===== src/rtl/event_scheduler_if.sv =====
// Control/status bundle for event_scheduler: run control, channel configuration and run status.
interface event_scheduler_if #(
    parameter int NUM_CH = 4,
    parameter int TW     = 16,
    parameter int CW     = 2
);
    logic              start;
    logic              stop;
    logic              chain_mode;
    logic [NUM_CH-1:0] ch_en;
    logic [TW-1:0]     finish_time;
    logic              cfg_we;
    logic [CW-1:0]     cfg_ch;
    logic [TW-1:0]     cfg_val;
    logic [TW-1:0]     now;
    logic [NUM_CH-1:0] fire;
    logic [NUM_CH-1:0] fired;
    logic              running;
    logic              done;

    modport master (
        output start, stop, chain_mode, ch_en, finish_time, cfg_we, cfg_ch, cfg_val,
        input  now, fire, fired, running, done
    );

    modport slave (
        input  start, stop, chain_mode, ch_en, finish_time, cfg_we, cfg_ch, cfg_val,
        output now, fire, fired, running, done
    );
endinterface


===== src/rtl/event_scheduler.sv =====
// Programmable event scheduler: run timer plus NUM_CH compare channels, absolute or chained.
//
//   state  | meaning
//   S_IDLE | waiting for start, compare registers writable
//   S_RUN  | now counting up from 0, channels fire on match
//   S_DONE | finish_time reached, now frozen, registers writable
module event_scheduler #(
    parameter int NUM_CH = 4,
    parameter int TW     = 16,
    parameter int CW     = 2
) (
    input logic clk,
    input logic rst,
    event_scheduler_if.slave bus
);
    typedef enum logic [1:0] {S_IDLE, S_RUN, S_DONE} state_t;

    state_t            state_q, state_d;
    logic [TW-1:0]     cmp_q [NUM_CH];
    logic              mode_q;
    logic [NUM_CH-1:0] en_q;
    logic [TW-1:0]     fin_q;
    logic [TW-1:0]     now_q;
    logic [NUM_CH-1:0] fired_q;
    logic [NUM_CH-1:0] fire_c;

    // chain tracking: pending channel, time of previous fire, whether pending is the head
    logic [CW-1:0]     ptr_q;
    logic [TW-1:0]     base_q;
    logic              head_q;
    logic              live_q;

    logic              start_acc;
    logic              cfg_ok;
    logic [TW-1:0]     cmp_cur;
    logic [TW-1:0]     delay;
    logic [TW:0]       chain_tgt;
    logic              chain_hit;
    logic [NUM_CH-1:0] above;
    logic [CW:0]       nxt;
    logic [CW:0]       first;

    function automatic logic [CW:0] lowest_set(input logic [NUM_CH-1:0] m);
        logic [CW:0] r;
        r = '0;
        for (int i = NUM_CH - 1; i >= 0; i--) begin
            if (m[i]) r = {1'b1, CW'(i)};
        end
        return r;
    endfunction

    assign start_acc = bus.start && !bus.stop && (state_q != S_RUN);
    assign cfg_ok    = bus.cfg_we && (state_q != S_RUN);

    // target carries one extra bit so an overflowed target can never equal now
    assign cmp_cur   = cmp_q[ptr_q];
    assign delay     = (cmp_cur == '0) ? TW'(1) : cmp_cur;
    assign chain_tgt = head_q ? {1'b0, cmp_cur} : ({1'b0, base_q} + {1'b0, delay});
    assign chain_hit = live_q && (chain_tgt == {1'b0, now_q});
    assign above     = en_q & (({NUM_CH{1'b1}} << ptr_q) << 1);
    assign nxt       = lowest_set(above);
    assign first     = lowest_set(bus.ch_en);

    always_ff @(posedge clk) begin
        if (rst) state_q <= S_IDLE;
        else     state_q <= state_d;
    end

    always_comb begin
        state_d = state_q;
        fire_c  = '0;
        if (bus.stop) begin
            state_d = S_IDLE;
        end else begin
            case (state_q)
                S_IDLE:  if (bus.start) state_d = S_RUN;
                S_RUN:   if (now_q == fin_q) state_d = S_DONE;
                S_DONE:  if (bus.start) state_d = S_RUN;
                default: state_d = S_IDLE;
            endcase
        end
        if (state_q == S_RUN) begin
            if (mode_q) begin
                if (chain_hit) fire_c[ptr_q] = 1'b1;
            end else begin
                for (int i = 0; i < NUM_CH; i++) begin
                    fire_c[i] = en_q[i] && (cmp_q[i] == now_q);
                end
            end
        end
    end

    always_ff @(posedge clk) begin
        if (rst) begin
            for (int i = 0; i < NUM_CH; i++) cmp_q[i] <= '0;
            mode_q  <= 1'b0;
            en_q    <= '0;
            fin_q   <= '0;
            now_q   <= '0;
            fired_q <= '0;
            ptr_q   <= '0;
            base_q  <= '0;
            head_q  <= 1'b0;
            live_q  <= 1'b0;
        end else begin
            if (cfg_ok && (int'(bus.cfg_ch) < NUM_CH)) cmp_q[bus.cfg_ch] <= bus.cfg_val;
            if (bus.stop) begin
                now_q   <= '0;
                fired_q <= '0;
                live_q  <= 1'b0;
            end else if (start_acc) begin
                mode_q  <= bus.chain_mode;
                en_q    <= bus.ch_en;
                fin_q   <= bus.finish_time;
                now_q   <= '0;
                fired_q <= '0;
                {live_q, ptr_q} <= first;
                head_q  <= 1'b1;
                base_q  <= '0;
            end else if (state_q == S_RUN) begin
                fired_q <= fired_q | fire_c;
                if (now_q != fin_q) now_q <= now_q + TW'(1);
                if (mode_q && chain_hit) begin
                    head_q <= 1'b0;
                    base_q <= now_q;
                    {live_q, ptr_q} <= nxt;
                end
            end
        end
    end

    assign bus.now     = now_q;
    assign bus.fire    = fire_c;
    assign bus.fired   = fired_q;
    assign bus.running = (state_q == S_RUN);
    assign bus.done    = (state_q == S_DONE);
endmodule


===== src/flat_wrapper.sv =====
// flat-port wrapper written by rule: the top's interface ports become plain ports
module event_scheduler_flat 
#(
    parameter int NUM_CH = 4,
    parameter int TW     = 16,
    parameter int CW     = 2
)
  (clk, rst, bus_start, bus_stop, bus_chain_mode, bus_ch_en, bus_finish_time, bus_cfg_we, bus_cfg_ch, bus_cfg_val, bus_now, bus_fire, bus_fired, bus_running, bus_done);
  event_scheduler_if #(.NUM_CH(NUM_CH), .TW(TW), .CW(CW)) bus_i ();
  input logic clk;
  input logic rst;
  input wire logic [$bits(bus_i.start)-1:0] bus_start;
  input wire logic [$bits(bus_i.stop)-1:0] bus_stop;
  input wire logic [$bits(bus_i.chain_mode)-1:0] bus_chain_mode;
  input wire logic [$bits(bus_i.ch_en)-1:0] bus_ch_en;
  input wire logic [$bits(bus_i.finish_time)-1:0] bus_finish_time;
  input wire logic [$bits(bus_i.cfg_we)-1:0] bus_cfg_we;
  input wire logic [$bits(bus_i.cfg_ch)-1:0] bus_cfg_ch;
  input wire logic [$bits(bus_i.cfg_val)-1:0] bus_cfg_val;
  output wire logic [$bits(bus_i.now)-1:0] bus_now;
  output wire logic [$bits(bus_i.fire)-1:0] bus_fire;
  output wire logic [$bits(bus_i.fired)-1:0] bus_fired;
  output wire logic [$bits(bus_i.running)-1:0] bus_running;
  output wire logic [$bits(bus_i.done)-1:0] bus_done;
  assign bus_i.start = bus_start;
  assign bus_i.stop = bus_stop;
  assign bus_i.chain_mode = bus_chain_mode;
  assign bus_i.ch_en = bus_ch_en;
  assign bus_i.finish_time = bus_finish_time;
  assign bus_i.cfg_we = bus_cfg_we;
  assign bus_i.cfg_ch = bus_cfg_ch;
  assign bus_i.cfg_val = bus_cfg_val;
  assign bus_now = bus_i.now;
  assign bus_fire = bus_i.fire;
  assign bus_fired = bus_i.fired;
  assign bus_running = bus_i.running;
  assign bus_done = bus_i.done;
  event_scheduler #(.NUM_CH(NUM_CH), .TW(TW), .CW(CW)) u_core (.clk(clk), .rst(rst), .bus(bus_i));
endmodule

===== config.mk =====
export PLATFORM = sky130hd
export DESIGN_NAME = event_scheduler_flat
export DESIGN_NICKNAME = d
export VERILOG_FILES = /design/src/rtl/event_scheduler_if.sv /design/src/rtl/event_scheduler.sv /design/src/flat_wrapper.sv
export SDC_FILE = /design/constraint.sdc
export NUM_CORES = 1
export LEC_CHECK = 0
export BUFFER_PORTS_ARGS = -buffer_cell sky130_fd_sc_hd__buf_2
export CORE_MARGIN = 4
export CORE_UTILIZATION = 45
export CTS_CLUSTER_SIZE = 14
export DETAILED_ROUTE_END_ITERATION = 6
export GPL_ROUTABILITY_DRIVEN = 0
export HOLD_SLACK_MARGIN = 0.05
export PLACE_DENSITY = 0.63
export SYNTH_ARGS = -nofsm -noshare
export SYNTH_HDL_FRONTEND = slang
export SYNTH_SLANG_ARGS = --single-unit

===== constraint.sdc =====
create_clock -name clk -period 6.7 [get_ports clk]
set_clock_uncertainty 0.2 [all_clocks]
set_input_delay 1.005 -clock clk [delete_from_list [all_inputs] [get_ports clk]]
set_output_delay 1.005 -clock clk [all_outputs]
set_load 0.03 [all_outputs]

==> summary.md <==
| Metric | Value |
|---|---|
| Status | finished, final reports clean |
| # placed instances | 1098 |
| Max cap viols | 0 |
| Final WL | 23560 um |
| Area growth, synth to finish | 17.41% |
| Vias | 6609 |
| Ys flop type | dfxtp_1 |
| Total power | 2.127 mW |
| Worst rel slew slack | 0.2373 |
| Yosys warnings | 0 |
| TNS Setup | 0 ps |
| Die area | 19890 um^2 |
| Worst Path Arrival | 5350 ps |
| Min setup slack post-route | 140.8 ps |
| Fin. Hold Viols | 0 |
| Fin area | 9350 um^2 |
| Nets | 960 |
| Fillers | 1614 |
| Dpl ws | 11.88 ps |
| Fmax | 152.5 MHz |
| Setup crit end kind | output port |
| Antenna cells | 0 |
| Ports | 70 |
| Crit path kind | reg2out |
| CORE AREA | 17300 um^2 |
| Vias per std cell | 5.818 |
| Hpwl dp | 17600 um |
| Fin util | 0.5406 |
| Largest net degree at the start of global routing | 36 |
| CTS sink cnt | 129 |
| Share of cells above drive strength 1 | 0.1932 |
| Die X | 141.0 um |
| Final Critical Period | 6559 ps |
| Slew @ Worst Pin | 1140 ps |
| PwrDens | 227.4 nW/um^2 |
| Worst Path Required | 5490 ps |
| Final ANT Viol Nets | 0 |
| Starting DRT DRC Count | 543 |
| Placement Cell Area | 8551 um^2 |
| Worst Path Max Fanout | 6 |
| CP Launch Type | register |
| Clock transition at path regs | 60 ps |
| Leak | 3.487 nW |
| Vias in the first global route | 6374 |
| Global-route wire length before repair | 36800 um |
| Final Slew Violations | 0 |
| Hold Slack | 265.4 ps |
| Root Buffer Master | clkbuf_16 |
| Final period util | 0.9790 |
| Post-DR wirelength/cell | 20.74 um |
| Share of flip-flops with an asynchronous set or reset | 0 |
| GR Overflow Total | 0 |
| Initial cell density of the core | 0.4604 |
| Mapped Cells | 837 |
| Initial antenna violation count | 0 |
| GRT Overall Usage | 0.2419 |
| I/O Buffers | 69 |
| FP Rows | 48 |
| Cell Area, Synth | 7964 um^2 |
| Synth cell types | 69 |
| RSZ-0062 raised after global routing | yes |
| Finished Layout Cells | 1136 |
| Worst hold path class | reg2reg |
| Flops & latches, synth | 129 |
| Drt drc | 0 |
| Mean Syn Cell Area | 9.515 um^2 |
| CTS H-tree lvls | 4 |
| Clock tree buffer depth | 2 |
| CTS buffer count | 17 |
| CTS tree | yes |
| DIE HEIGHT | 141.0 um |
| Drt first pass iters | 7 |
| Mapped Nets | 899 |
| Max IR drop VDD | 0.0001883 V |
| Number of flops mapped to enable cells by yosys | 64 |
| Final setup violation count | 0 |
| Clock Latency Late Sink | 430 ps |
| Seq/Total Area, Yosys | 0.4047 |
worst max-delay path, stage by stage (launching register included):
cell	delay, ps
dfxtp_4	400
mux4_2	530
or4_4	570
nor4_4	230
a31o_2	210
ha_4	140
fa_1	400
xor2_1	160
a2111oi_2	350
a31oi_1	110
or4b_1	550
or4_4	510
nor4b_4	280
buf_6	170
nand3_2	100
nand2_2	100
buf_6	130
flip-flops by register name (all words and copies together) (netlist names), named ones only:
name,cells
u_core.cmp_q,64
u_core.base_q,16
u_core.bus.now,16
u_core.fin_q,16
u_core.bus.fired,4
u_core.en_q,4
u_core.ptr_q,2
u_core.state_q,2
u_core.head_q,1
u_core.live_q,1
u_core.mode_q,1
placed cells by master, fill, tap and decap left out, types with 20 or more instances in the layout:
| cell type | netlist | final |
|---|---|---|
| xnor2_1 | 86 | 86 |
| nand2_1 | 74 | 73 |
| and2_1 | 69 | 69 |
| buf_2 | 4 | 65 |
| edfxtp_1 | 64 | 64 |
| dfxtp_1 | 65 | 63 |
| a21oi_1 | 49 | 49 |
| inv_1 | 48 | 48 |
| nor2_1 | 35 | 35 |
| xor2_1 | 24 | 24 |
| nand4_1 | 22 | 22 |
| clkbuf_16 | 0 | 21 |
| buf_4 | 1 | 20 |
path summary, 6_finish.rpt:
path / from / end / slack (ps) / cells after the start
max: register / bus_fire[2] / 140 / 16
min: u_core.fin_q[11] / u_core.fin_q[11] / 270 / 2
max reg2reg: register / register / 910 / 16
min reg2reg: u_core.fin_q[11] / u_core.fin_q[11] / 270 / 2
cell type report:
cell class	instances	area, um^2	share of cell area
timing repair buffer	91	543.0	0.05808
clock buffer	22	529.3	0.05660
tap	225	281.5	0.03011
multi-input combinational	611	4471	0.4781
sequential	129	3228	0.3452
inverter	48	180.2	0.01927
clock inverter	10	117.6	0.01258
cells in the mapped netlist, types with 4 or more instances:
master / count / area, um^2
xor2_1: 24 / 210.2
o22ai_2: 10 / 125.1
nor3_1: 20 / 100.1
inv_1: 48 / 180.2
mux4_2: 13 / 292.8
dfxtp_1: 65 / 1301
nor2_1: 35 / 131.4
nand2b_1: 7 / 43.79
and3_1: 5 / 31.28
a21o_1: 7 / 52.55
clkbuf_1: 41 / 153.9
a31oi_1: 7 / 43.79
o21ai_0: 19 / 95.09
and2_1: 69 / 431.7
nor4_1: 19 / 118.9
ha_1: 17 / 212.7
nand4_1: 22 / 137.6
mux2i_1: 15 / 150.1
or3_1: 7 / 43.79
edfxtp_1: 64 / 1922
a211oi_1: 7 / 52.55
o211ai_1: 8 / 60.06
xnor2_1: 86 / 753.2
o22ai_1: 10 / 62.56
nand3_1: 14 / 70.07
nand2_1: 74 / 277.8
a21oi_1: 49 / 245.2
o21a_1: 4 / 30.03
buf_2: 4 / 20.02
power by group:
group	leakage, nW	switching (mW)	internal, mW
sequential	1.20	0.0275	0.860
clock	0.307	0.357	0.637
combinational	1.98	0.145	0.101
total	3.49	0.529	1.60
logic make-up (layout without fill, tap and decap cells):
| family | count (synthesis) | in the layout | share of synthesized area |
|---|---|---|---|
| AO/OA/AOI/OAI | 158 | 158 | 0.1387 |
| XOR/XNOR | 110 | 110 | 0.1210 |
| adder cells (fa/ha/maj) | 18 | 18 | 0.02922 |
| buffers and inverters | 97 | 171 | 0.04776 |
| flip-flops | 129 | 129 | 0.4047 |
| multiplexers | 30 | 30 | 0.05844 |
| AND/OR/NAND/NOR | 295 | 295 | 0.2002 |
routing by layer:
metal	track usage	vias up	part of all wire
li1	-	3123	-
met1	0.3315	3168	0.43
met2	0.3798	266	0.46
met3	0.04783	52	0.067
met4	0.09179	0	0.035
met5	0	-	0
what timing repair did:
item / in CTS / in global routing
gates resized for setup: 7 / 19
setup buffers: 1 / 5
pin swaps: 3 / 7
endpoints found under the setup margin: 4 / 4
hold buffers: 0 / 0
Power figures use the tool's default switching activity.
